`src/rtl/eth_speed_pkg.sv`:
```
// Shared Ethernet speed definitions for the PHY status, MAC and RGMII TX
// clock control blocks.
//   speed_e        : two-bit link speed code as reported by the PHY
//   ctrl_state_e   : sequencing states of rgmii_tx_speed_ctrl
//   max_u()        : elaboration-time helper for sizing shared counters
package eth_speed_pkg;

   typedef enum logic [1:0] {
      SPEED_10M     = 2'b00,
      SPEED_100M    = 2'b01,
      SPEED_1000M   = 2'b10,
      SPEED_INVALID = 2'b11
   } speed_e;

   typedef enum logic [1:0] {
      ST_IDLE   = 2'b00,
      ST_DRAIN  = 2'b01,
      ST_RESET  = 2'b10,
      ST_SETTLE = 2'b11
   } ctrl_state_e;

   function automatic int unsigned max_u(input int unsigned a, input int unsigned b);
      return (a > b) ? a : b;
   endfunction

endpackage

```
`src/rtl/eth_cycle_timer.sv`:
```
// Cycle timer shared by the DRAIN, RESET and SETTLE phases of the speed
// controller. Counts clock cycles since the last clear; done is high on the
// last cycle of a window that is `limit` cycles long.
//   clk    in   clock
//   rst_n  in   asynchronous active-low reset
//   clear  in   restart the window (count returns to 0)
//   limit  in   window length in cycles (>= 1)
//   done   out  high while count == limit-1
module eth_cycle_timer #(
   parameter int unsigned width_p = 13
) (
   input  logic               clk,
   input  logic               rst_n,
   input  logic               clear,
   input  logic [width_p-1:0] limit,
   output logic               done
);

   logic [width_p-1:0] count;

   always_ff @(posedge clk or negedge rst_n) begin
      if (!rst_n) begin
         count <= '0;
      end else if (clear) begin
         count <= '0;
      end else begin
         count <= count + width_p'(1);
      end
   end

   // The owning state leaves on done, so count never runs past limit-1.
   assign done = (count == limit - width_p'(1));

endmodule

```
`src/rtl/rgmii_tx_speed_ctrl.sv`:
```
// Link-speed change sequencer for the RGMII TX clock generator (clk250 domain).
// Debounces the PHY-reported speed, holds off the MAC TX path, keeps the
// clock/gtx generator in reset while its setting changes, then releases it
// and reopens TX after a settle window.
//   clk250_i         in   250 MHz clock
//   clk250_rst_ni    in   asynchronous active-low reset
//   phy_speed_i      in   PHY speed level (2'b11 = invalid)
//   tx_busy_i        in   MAC frame in progress
//   tx_hold_o        out  MAC must not start a new frame
//   gen_reset_o      out  active-high generator reset
//   clk_setting_o    out  generator clock setting (= committed speed)
//   speed_o          out  committed speed
//   change_done_o    out  one-cycle pulse when a change / bring-up completes
//   drain_timeout_o  out  one-cycle pulse when a drain was forced
module rgmii_tx_speed_ctrl
   import eth_speed_pkg::*;
#(
   parameter logic [1:0]  init_speed_p       = 2'b10,
   parameter int unsigned debounce_cycles_p  = 16,
   parameter int unsigned drain_timeout_p    = 4096,
   parameter int unsigned gen_reset_cycles_p = 8,
   parameter int unsigned settle_cycles_p    = 32
) (
   input  logic       clk250_i,
   input  logic       clk250_rst_ni,
   input  logic [1:0] phy_speed_i,
   input  logic       tx_busy_i,
   output logic       tx_hold_o,
   output logic       gen_reset_o,
   output logic [1:0] clk_setting_o,
   output logic [1:0] speed_o,
   output logic       change_done_o,
   output logic       drain_timeout_o
);

   localparam int unsigned cyc_max_c = max_u(max_u(debounce_cycles_p, drain_timeout_p),
                                             max_u(gen_reset_cycles_p, settle_cycles_p));
   localparam int unsigned tmr_w_c   = $clog2(cyc_max_c + 1);
   localparam int unsigned deb_w_c   = $clog2(debounce_cycles_p + 1);

   ctrl_state_e        state, state_nxt;
   logic [1:0]         target, target_nxt;
   logic [1:0]         speed, speed_nxt;
   logic [1:0]         prev_sample;
   logic [deb_w_c-1:0] deb_cnt, deb_nxt;
   logic               hold_nxt, gen_nxt, done_nxt, tmo_nxt;
   logic [tmr_w_c-1:0] tmr_limit;
   logic               tmr_clear, tmr_done;

   always_comb begin
      tmr_limit = '0;
      case (state)
         ST_DRAIN:  tmr_limit = tmr_w_c'(drain_timeout_p);
         ST_RESET:  tmr_limit = tmr_w_c'(gen_reset_cycles_p);
         ST_SETTLE: tmr_limit = tmr_w_c'(settle_cycles_p);
         default:   tmr_limit = '0;
      endcase
   end

   // Every phase starts its window from zero; the timer is idle in IDLE.
   assign tmr_clear = (state_nxt != state) || (state == ST_IDLE);

   eth_cycle_timer #(
      .width_p (tmr_w_c)
   ) u_timer (
      .clk   (clk250_i),
      .rst_n (clk250_rst_ni),
      .clear (tmr_clear),
      .limit (tmr_limit),
      .done  (tmr_done)
   );

   always_comb begin
      state_nxt  = state;
      target_nxt = target;
      speed_nxt  = speed;
      deb_nxt    = '0;
      hold_nxt   = tx_hold_o;
      gen_nxt    = gen_reset_o;
      done_nxt   = 1'b0;
      tmo_nxt    = 1'b0;
      case (state)
         ST_IDLE: begin
            hold_nxt = 1'b0;
            gen_nxt  = 1'b0;
            if ((phy_speed_i != speed) && (phy_speed_i != SPEED_INVALID)) begin
               // A fresh value (or the first one after a clear) restarts at 1.
               deb_nxt = (phy_speed_i == prev_sample) ? deb_cnt + deb_w_c'(1) : deb_w_c'(1);
               if (deb_nxt == deb_w_c'(debounce_cycles_p)) begin
                  state_nxt  = ST_DRAIN;
                  target_nxt = phy_speed_i;
                  hold_nxt   = 1'b1;
                  deb_nxt    = '0;
               end
            end
         end
         ST_DRAIN: begin
            hold_nxt = 1'b1;
            if (!tx_busy_i || tmr_done) begin
               // Setting moves together with the generator entering reset.
               tmo_nxt   = tx_busy_i;
               state_nxt = ST_RESET;
               gen_nxt   = 1'b1;
               speed_nxt = target;
            end
         end
         ST_RESET: begin
            if (tmr_done) begin
               state_nxt = ST_SETTLE;
               gen_nxt   = 1'b0;
            end
         end
         ST_SETTLE: begin
            if (tmr_done) begin
               state_nxt = ST_IDLE;
               hold_nxt  = 1'b0;
               done_nxt  = 1'b1;
            end
         end
         default: state_nxt = ST_RESET;
      endcase
   end

   always_ff @(posedge clk250_i or negedge clk250_rst_ni) begin
      if (!clk250_rst_ni) begin
         state           <= ST_RESET;
         target          <= init_speed_p;
         speed           <= init_speed_p;
         prev_sample     <= init_speed_p;
         deb_cnt         <= '0;
         tx_hold_o       <= 1'b1;
         gen_reset_o     <= 1'b1;
         change_done_o   <= 1'b0;
         drain_timeout_o <= 1'b0;
      end else begin
         state           <= state_nxt;
         target          <= target_nxt;
         speed           <= speed_nxt;
         prev_sample     <= phy_speed_i;
         deb_cnt         <= deb_nxt;
         tx_hold_o       <= hold_nxt;
         gen_reset_o     <= gen_nxt;
         change_done_o   <= done_nxt;
         drain_timeout_o <= tmo_nxt;
      end
   end

   assign speed_o       = speed;
   assign clk_setting_o = speed;

endmodule

```
`config.mk`:
```
export PLATFORM = sky130hd
export DESIGN_NAME = rgmii_tx_speed_ctrl
export DESIGN_NICKNAME = d
export VERILOG_FILES = /design/src/rtl/eth_speed_pkg.sv /design/src/rtl/eth_cycle_timer.sv /design/src/rtl/rgmii_tx_speed_ctrl.sv
export SDC_FILE = /design/constraint.sdc
export NUM_CORES = 1
export LEC_CHECK = 0
export BUFFER_PORTS_ARGS = -buffer_cell sky130_fd_sc_hd__buf_2
export CAP_MARGIN = 30
export CORE_MARGIN = 2
export CORE_UTILIZATION = 50
export DETAILED_ROUTE_END_ITERATION = 8
export GPL_ROUTABILITY_DRIVEN = 0
export PLACE_DENSITY = 0.67
export SYNTH_ARGS = -nofsm -noshare
export SYNTH_HDL_FRONTEND = slang
export SYNTH_SLANG_ARGS = --single-unit
```
`constraint.sdc`:
```
create_clock -name clk250_i -period 6.9 [get_ports clk250_i]
set_input_delay 0.345 -clock clk250_i [delete_from_list [all_inputs] [get_ports clk250_i]]
set_output_delay 0.345 -clock clk250_i [all_outputs]
set_load 0.01 [all_outputs]
```
==> metrics.txt, run 1 <==
net switching power figure=0.00006613 W; Core Area=0.003053 mm²; VDD IR max=0.0001155 V; fill count=283; ant diodes=0; IO Port Bufs=12; crit end category=register; Slew Limit Fails=0; Routed Antenna Nets=0; hold buffer count at CTS=0; pwr dens=170.5 mW/mm²; distinct cell type count of the synthesized netlist=41; worst rel slew slack=57.14%; largest area contributor in the netlist=dfrtp_1; CTS root buf=clkbuf_4; Worst setup SP type=register; Lkg Pwr=0.7625 nW; Hold Path Class=primary input to async pin; Clock Path Buffers=2; Peak Freq=0.3981 GHz; Synth Register Bits=30; RSZ-0062 raised after global routing=false; syn avg cell area=10.18 µm²; Area growth syn-to-layout=8.327%; Reg2Reg Depth=7; Placement Setup Slack=4.406 ns; Post-DP HPWL=2.017 mm; Setup Fix Bufs, Post-CTS=0; vias=1167; Slew @ Worst Pin=0.6428 ns; RR Startpoint=state[0]$_DFF_PN0_; Worst EP required=7.11 ns; clock power share=35.6%; First-pass DRT Iterations=5; Reg clk slew, reported paths=0.09 ns; Seq/Total Area, Yosys=47.16%; TritonCTS clock tree=done; Flop pwr share=60.2%; slowest cell on the critical path=dfrtp_1; Max Clock Skew=0.008100 ns; Inserted Clock Buffers=5; initial DRC count=52; Netlist Area Pre-Place=0.001608 mm²; Final Hold Fails=0; fin cells=217; Remaining Overflow, GRT=0; worst-path cell chain=nand2b_1 > ha_1 > xor2_1 > o2111ai_1 > nor4_4 > o211ai_4 > mux2_4; fin area=0.001742 mm²; Cell Int Power=0.0002308 W; Critical Path Fanout Max=12; row cnt=20; Global Route Usage Sum=18.73%; CP max stage delay=0.55 ns; Sw Share=22.27%; Final Cycle Share=36.41%; Die X=60.71 µm; vias in the first global route=1147; DR DRC count=0; clock sinks=30; largest net degree at the start of global routing=31; average vias per placed instance=5.378; initial antenna violation count=0; Initial Utilization=52.66%; WS Path Type=register to register; cell area after placement=0.001682 mm²; outcome=finished clean; die height=60.71 µm; DP Cell Count=209; routed wire length=2.823 mm; setup_tns=0 ns; worst skew pair latency=0.32 ns; Max-cap violations=0; nets@finish=180; Synth warnings=0; wire per inst=13.01 µm; CP arrival=2.72 ns; Final min period=2.512 ns; r2r setup slk=4.39 ns; Synth area leaders=dfrtp_1, dfstp_2, nor2_1; top-level I/O count=13; Die ar.=0.003685 mm²; Post-CTS Resized=0; Synth top area share=37.35%; Worst Slack Setup Final=4.388 ns; share of post-route cells with drive strength above 1=22.54%; first-pass GRT wire length=5.071 mm; total power=0.0002970 W; Gate Count Post-Synth=158; RR Endpoint=clk_setting_o[0]$_DFFE_PN0P_; H-tree levels=2; Final Setup Violations=0; Logic pwr share=4.2%; post-synthesis net count=166
[power groups by stage]
stage | Combinational [W] | Sequential, W | Clock, W
after CTS | 0.0000129 | 0.000179 | 0.000109
after global placement | 0.0000122 | 0.000182 | 0
after floorplan | 0.00000614 | 0.000182 | 0
after global routing | 0.0000148 | 0.000179 | 0.000120
after detailed placement | 0.0000129 | 0.000182 | 0
final | 0.0000125 | 0.000179 | 0.000106
[kinds of logic (layout without fill, tap and decap cells)]
family | after synthesis | count (layout) | synth area share (%)
buffers and inverters | 11 | 26 | 3.969
multiplexers | 4 | 4 | 3.268
AND/OR/NAND/NOR | 70 | 70 | 23.50
AO/OA/AOI/OAI | 23 | 23 | 10.51
flip-flops | 30 | 30 | 47.16
XOR/XNOR | 17 | 17 | 9.261
adder cells (fa/ha/maj) | 3 | 3 | 2.335
[layer usage]
metal / wire length (µm) / track usage, %
met5: 0 / 0
met1: 1340 / 24.93
met3: 113 / 5.757
met4: 44 / 6.522
met2: 1324 / 29.19
[cell usage in the layout (no fill, tap or decap), types with 3 or more instances in the layout]
cell and count:
and3_1 4, nor2_1 24, nand2_1 14, dfstp_2 6
xnor2_1 7, nor3_1 4, a21oi_1 7, clkbuf_4 5
nand3_1 6, xor2_1 10, ha_1 3, buf_2 12
inv_1 6, dfrtp_1 24
[sequential cells by signal, summed over array words and instances, names as in the netlist]
signal / count
u_timer.count: 13
deb_cnt: 5
clk_setting_o: 2
prev_sample: 2
state: 2
target: 2
change_done_o: 1
drain_timeout_o: 1
gen_reset_o: 1
tx_hold_o: 1
[cell usage after synthesis]
cell        n
a211oi_2    1
a21o_1      1
a21oi_1     7
a22oi_1     2
a2bb2oi_1   1
a31oi_1     1
and2_2      2
and3_1      4
and3_2      1
and3b_1     1
and3b_2     1
and4_1      1
buf_4       4
buf_6       1
dfrtp_1    24
dfstp_2     6
ha_1        3
inv_1       6
mux2_2      2
mux2_4      2
nand2_1    14
nand2b_1    2
nand3_1     6
nand4_1     2
nand4b_1    1
nor2_1     24
nor2b_1     2
nor3_1      4
nor4_1      1
nor4_4      1
nor4b_4     1
o2111ai_1   2
o211ai_1    1
o211ai_4    1
o21ai_0     2
o21bai_1    1
o22ai_1     2
o31ai_1     1
or2_2       2
xnor2_1     7
xor2_1     10
[per-stage QoR]
step	hold slack (ns)	utilization (%)
6_report	0.03197	57.05
5_1_grt	0.07562	57.05
4_1_cts	0.05574	57.05
3_5_place_dp	0.4112	55.08
3_3_place_gp	0.4024	55.08
2_1_floorplan	0.04941	-
[how the worst max path moves through the flow]
| stage | endpoint | from | cells past startpoint |
|---|---|---|---|
| final | clk_setting_o[0]$_DFFE_PN0P_ | state[0]$_DFF_PN0_ | 7 |
| after global routing | clk_setting_o[0]$_DFFE_PN0P_ | state[0]$_DFF_PN0_ | 7 |
| after CTS | clk_setting_o[0]$_DFFE_PN0P_ | state[0]$_DFF_PN0_ | 7 |
| after detailed placement | clk_setting_o[0]$_DFFE_PN0P_ | state[0]$_DFF_PN0_ | 7 |
| after global placement | clk_setting_o[0]$_DFFE_PN0P_ | state[0]$_DFF_PN0_ | 7 |
| after floorplan | clk_setting_o[0]$_DFFE_PN0P_ | state[1]$_DFF_PN1_ | 8 |
[critical path: cells and delay by family (launching register included)]
| kind | cells | cell delay, ns |
|---|---|---|
| flip-flops | 1 | 0.55 |
| AO/OA/AOI/OAI | 2 | 0.32 |
| adder cells (fa/ha/maj) | 1 | 0.30 |
| AND/OR/NAND/NOR | 2 | 0.74 |
| multiplexers | 1 | 0.32 |
| XOR/XNOR | 1 | 0.16 |
[final cells by class]
class	instances	area (µm²)	area share (%)
Timing Repair Buffer	12	60.06	3.448
Multi-Input combinational cell	117	785.8	45.11
Clock buffer	7	55.05	3.161
Sequential cell	30	758.2	43.53
Inverter	6	22.52	1.293
Tap cell	44	55.05	3.161
Clock inverter	1	5.005	0.2874
Note: power is estimated with default switching activity, not from simulation.
==> inputs of run 2 (changes only) <==
==> constraint.sdc (replaced) <==
create_clock -name clk250_i -period 2.4 [get_ports clk250_i]
set_input_delay 0.12 -clock clk250_i [delete_from_list [all_inputs] [get_ports clk250_i]]
set_output_delay 0.12 -clock clk250_i [all_outputs]
set_load 0.01 [all_outputs]
==> run 2 against run 1 <==
Net effect: critical path depth is the same; critical endpoint unchanged; total power grew to 2.9 times the previous value; via count up 0.51%; non-clock buffer count grew 8; wire length fell by 0.74%; worst hold slack improved by 0.047 ns; largest cell class unchanged; clock power rose to 3.0 times the previous value.
==> metrics.txt, run 2 (synthesis gave the netlist of run 1 again) <==
total power=0.0008680 W; Core Area=0.003053 mm²; TritonCTS clock tree=done; share of post-route cells with drive strength above 1=24.31%; top-level I/O count=13; RSZ-0062 raised after global routing=false; Top reg by flops=u_timer.count; worst skew pair latency=0.34 ns; Lkg Pwr=0.8009 nW; fill count=279; Largest regs=u_timer.count: 13 flops, deb_cnt: 5 flops; Area growth syn-to-layout=12.53%; Initial Utilization=52.66%; slowest cell on the critical path=dfstp_2; Largest register FFs=13; row cnt=20; Final Hold Fails=0; Post-Route Utilization=59.26%; Largest delay share family, worst path=simple AND/OR/NAND/NOR gates; worst rel slew slack=57.23%; Critical Path Fanout Max=6; leading cell types in the layout, fill and taps excluded=nor2_1, dfrtp_1, nand2_1; wire per inst=12.45 µm; crit end category=register; pwr dens=479.7 mW/mm²; initial DRC count=63; Reg clk slew, reported paths=0.09 ns; Final Cycle Share=91.87%; Clock Path Buffers=2; Die ar.=0.003685 mm²; Slew @ Worst Pin=0.6416 ns; Worst EP required=2.63 ns; Worst setup SP type=register; outcome=finished clean; Slew Limit Fails=0; vias=1173; Post-DP HPWL=2.043 mm; largest net degree at the start of global routing=31; setup_tns=0 ns; die height=60.71 µm; Inserted Clock Buffers=5; nets@finish=188; Remaining Overflow, GRT=0; Routed Antenna Nets=0; CP arrival=2.44 ns; H-tree levels=2; VDD IR max=0.0003259 V; initial antenna violation count=0; CTS root buf=clkbuf_4; Final Setup Violations=0; first-pass GRT wire length=5.168 mm; ant diodes=0; Final min period=2.205 ns; routed wire length=2.802 mm; Peak Freq=0.4536 GHz; average vias per placed instance=5.213; clock sinks=30; CP max stage delay=0.55 ns; worst-path cell chain=nand2b_1 > ha_1 > nor3_1 > a22oi_1 > nor4_4 > o211ai_4 > mux2_4; Max-cap violations=0; Global Route Usage Sum=19.46%; Max Clock Skew=0.008018 ns; DR DRC count=0; Die X=60.71 µm; Hold Path Class=primary input to register; First-pass DRT Iterations=4; vias in the first global route=1164; IO Port Bufs=12; WS Path Type=register to register; crit path buf inv count=0
run 2: where the power goes:
part | leakage, nW | switching [W] | total [W] | internal (W)
Clock | 0.0353 | 0.000172 | 0.000314 | 0.000142
Sequential | 0.393 | 0.00000381 | 0.000514 | 0.000510
Combinational | 0.372 | 0.0000244 | 0.0000403 | 0.0000159
Total | 0.801 | 0.000200 | 0.000868 | 0.000668
run 2: layout make-up:
| cell class | count | area [µm²] | area share [%] |
|---|---|---|---|
| clock buffer | 7 | 55.05 | 3.043 |
| tap | 44 | 55.05 | 3.043 |
| inverter | 6 | 22.52 | 1.245 |
| clock inverter | 1 | 5.005 | 0.2766 |
| sequential | 30 | 758.2 | 41.91 |
| multi-input combinational | 117 | 785.8 | 43.43 |
| timing repair buffer | 20 | 127.6 | 7.054 |
run 2: repair_timing:
action                                  4_1_cts  5_1_grt
endpoints found under the setup margin        0       14
resized for setup                             0        0
endpoints found under the hold margin        26        0
setup buffers                                 0        0
hold buffers                                  3        0
run 2: per-stage QoR:
step	std cells	worst slack [ns]	area (µm²)	hold slack (ns)
2_1_floorplan	158	0.1220	1608	-0.1756
3_3_place_gp	214	0.1677	1719	0.1766
3_5_place_dp	214	0.1188	1719	0.1814
4_1_cts	225	0.09537	1809	0.06222
5_1_grt	225	0.03208	1809	0.06252
6_report	225	0.1952	1809	0.07851
run 2: layer usage:
metal	global-route usage, %	wire length [µm]	share of wire (%)
met1	25.93	1355	48
met5	0	0	0
met3	4.691	96	3.4
met4	11.18	70	2.5
met2	29.03	1280	46
run 2: path summary, 6_finish.rpt:
check	start	to	slack [ns]	cells after the start
max	state[1]$_DFF_PN1_	clk_setting_o[0]$_DFFE_PN0P_	0.20	7
min	tx_busy_i	drain_timeout_o$_DFF_PN0_	0.08	2
max reg2reg	state[1]$_DFF_PN1_	clk_setting_o[0]$_DFFE_PN0P_	0.20	7
min reg2reg	u_timer.count[0]$_DFF_PN0_	u_timer.count[0]$_DFF_PN0_	0.50	1
max in group asynchronous	clk250_rst_ni	u_timer.count[6]$_DFF_PN0_	1.64	2
min in group asynchronous	clk250_rst_ni	deb_cnt[4]$_DFF_PN0_	0.33	2
==> inputs of run 3 (changes only) <==
--- a/config.mk
+++ b/config.mk
@@ -8,10 +8,10 @@
 export BUFFER_PORTS_ARGS = -buffer_cell sky130_fd_sc_hd__buf_2
 export CAP_MARGIN = 30
 export CORE_MARGIN = 2
-export CORE_UTILIZATION = 50
+export CORE_UTILIZATION = 55
 export DETAILED_ROUTE_END_ITERATION = 8
 export GPL_ROUTABILITY_DRIVEN = 0
-export PLACE_DENSITY = 0.67
+export PLACE_DENSITY = 0.73
 export SYNTH_ARGS = -nofsm -noshare
 export SYNTH_HDL_FRONTEND = slang
 export SYNTH_SLANG_ARGS = --single-unit
==> run 3 against run 2 <==
Net effect: cell area is 1.9% lower; register-to-register slack worse by 0.05 ns; total power is 4.7% lower; sequential power hardly changed; first-iteration DRC count is 24% lower; global-route usage is 0.18 points lower; fmax is 2.2% lower; flip-flop and latch count stayed put; die area is 8.5% lower; wire length is 1.2% higher; setup slack worse by 0.050 ns; critical path depth stayed put; largest power group unchanged; highest routed layer unchanged.
==> metrics.txt, run 3 (synthesis gave the netlist of run 1 again) <==
Cell Int Power=0.0006427 W; Worst EP required=2.61 ns; Final Cycle Share=93.96%; Met3 Wirelength=100 µm; Post-DP HPWL=2.025 mm; Post-Route Utilization=64.34%; Final Hold Fails=0; IO Port Bufs=12; Slew @ Worst Pin=0.6529 ns; outcome=finished clean; Max-cap violations=0; Clock Path Buffers=2; Worst setup SP type=register; clock power share=33.0%; TritonCTS clock tree=done; Sw Share=22.32%; Largest regs=u_timer.count: 13 flops, deb_cnt: 5 flops; top layer in use=met4; vias in the first global route=1150; Slew Limit Fails=0; slowest cell on the critical path=dfstp_2; fin area=0.001774 mm²; Top reg by flops=u_timer.count; leading cell types in the layout, fill and taps excluded=nor2_1, dfrtp_1, nand2_1; Initial Utilization=58.30%; Die ar.=0.003372 mm²; clock sinks=30; Critical Path Fanout Max=4; setup_tns=0 ns; share of post-route cells with drive strength above 1=22.78%; Post-CTS Resized=0; initial antenna violation count=0; CP max stage delay=0.55 ns; total power=0.0008274 W; Die X=58.07 µm; WS Path Type=register to register; First-pass DRT Iterations=4; initial DRC count=48; ant diodes=0; first-pass GRT wire length=4.961 mm; M1 WL=1.288 mm; Remaining Overflow, GRT=0; Max Clock Skew=0.008181 ns; pwr dens=466.4 mW/mm²; RSZ-0062 raised after global routing=false; wire per inst=13.44 µm; hold buffer count at CTS=3; Inserted Clock Buffers=5; Largest register FFs=13; Core Area=0.002758 mm²; Reg clk slew, reported paths=0.09 ns; largest net degree at the start of global routing=31; Logic pwr share=4.9%; met2 wire length=1.431 mm; Hold Path Class=primary input to register; CTS root buf=clkbuf_4; vias=1186; worst-path cell chain=nand2b_1 > ha_1 > xor2_1 > o2111ai_1 > nor4_4 > o211ai_4 > mux2_4; Final min period=2.255 ns; Area growth syn-to-layout=10.35%; Flop pwr share=62.1%; hold_ws=0.07830 ns; routed wire length=2.836 mm; nets@finish=187; die height=58.07 µm; CP arrival=2.46 ns; top-level I/O count=13; row cnt=19; Final Setup Violations=0; average vias per placed instance=5.621; worst rel slew slack=56.47%; Peak Freq=0.4435 GHz; H-tree levels=2; DR DRC count=0; VDD IR max=0.0003507 V; Lkg Pwr=0.7880 nW; Routed Antenna Nets=0; Global Route Usage Sum=19.28%; cell area after placement=0.001695 mm²; crit end category=register; Setup Fix Bufs, Post-CTS=0; worst skew pair latency=0.31 ns; net switching power figure=0.0001847 W
==> run 3: critical path: cells and delay by family, from the launching register on <==
family	cells	cell delay (ns)
AO/OA/AOI/OAI	2	0.34
XOR/XNOR	1	0.16
adder cells (fa/ha/maj)	1	0.30
flip-flops	1	0.55
multiplexers	1	0.31
AND/OR/NAND/NOR	2	0.48
==> run 3: layer usage <==
metal,global-route usage (%),up-vias
li1,-,593
met4,5.980,0
met3,5.580,2
met2,32.63,19
met1,23.87,572
met5,0,-
==> run 3: final cells by class <==
type	instances	area [µm²]
repair buffers	19	120.1
fillers	234	983.4
flip-flops and latches	30	758.2
inverters	6	22.52
clock buffers	8	48.80
well taps	31	38.79
multi-input cells	117	785.8
==> run 3: worst paths after layout <==
path / startpoint / to / slack (ns) / cells past startpoint
max: state[1]$_DFF_PN1_ / clk_setting_o[0]$_DFFE_PN0P_ / 0.14 / 7
min: tx_busy_i / drain_timeout_o$_DFF_PN0_ / 0.08 / 2
max in group asynchronous: clk250_rst_ni / u_timer.count[8]$_DFF_PN0_ / 1.61 / 2
min in group asynchronous: clk250_rst_ni / target[0]$_DFFE_PN0P_ / 0.36 / 2
min reg2reg: tx_hold_o$_DFFE_PN1P_ / tx_hold_o$_DFFE_PN1P_ / 0.49 / 2
max reg2reg: state[1]$_DFF_PN1_ / clk_setting_o[0]$_DFFE_PN0P_ / 0.14 / 7
==> run 3: power groups by stage <==
| stage | clock [W] | sequential [W] | combinational, W |
|---|---|---|---|
| after global placement | 0 | 0.000523 | 0.0000362 |
| final | 0.000273 | 0.000514 | 0.0000406 |
| after floorplan | 0 | 0.000523 | 0.0000177 |
| after global routing | 0.000307 | 0.000515 | 0.0000466 |
| after detailed placement | 0 | 0.000524 | 0.0000375 |
| after CTS | 0.000282 | 0.000514 | 0.0000413 |
==> run 3: per-stage QoR <==
step / setup slack [ns] / cells
2_1_floorplan: 0.1220 / 158
3_3_place_gp: 0.2575 / 200
3_5_place_dp: 0.1741 / 200
4_1_cts: 0.1558 / 211
5_1_grt: 0.004865 / 211
6_report: 0.1450 / 211
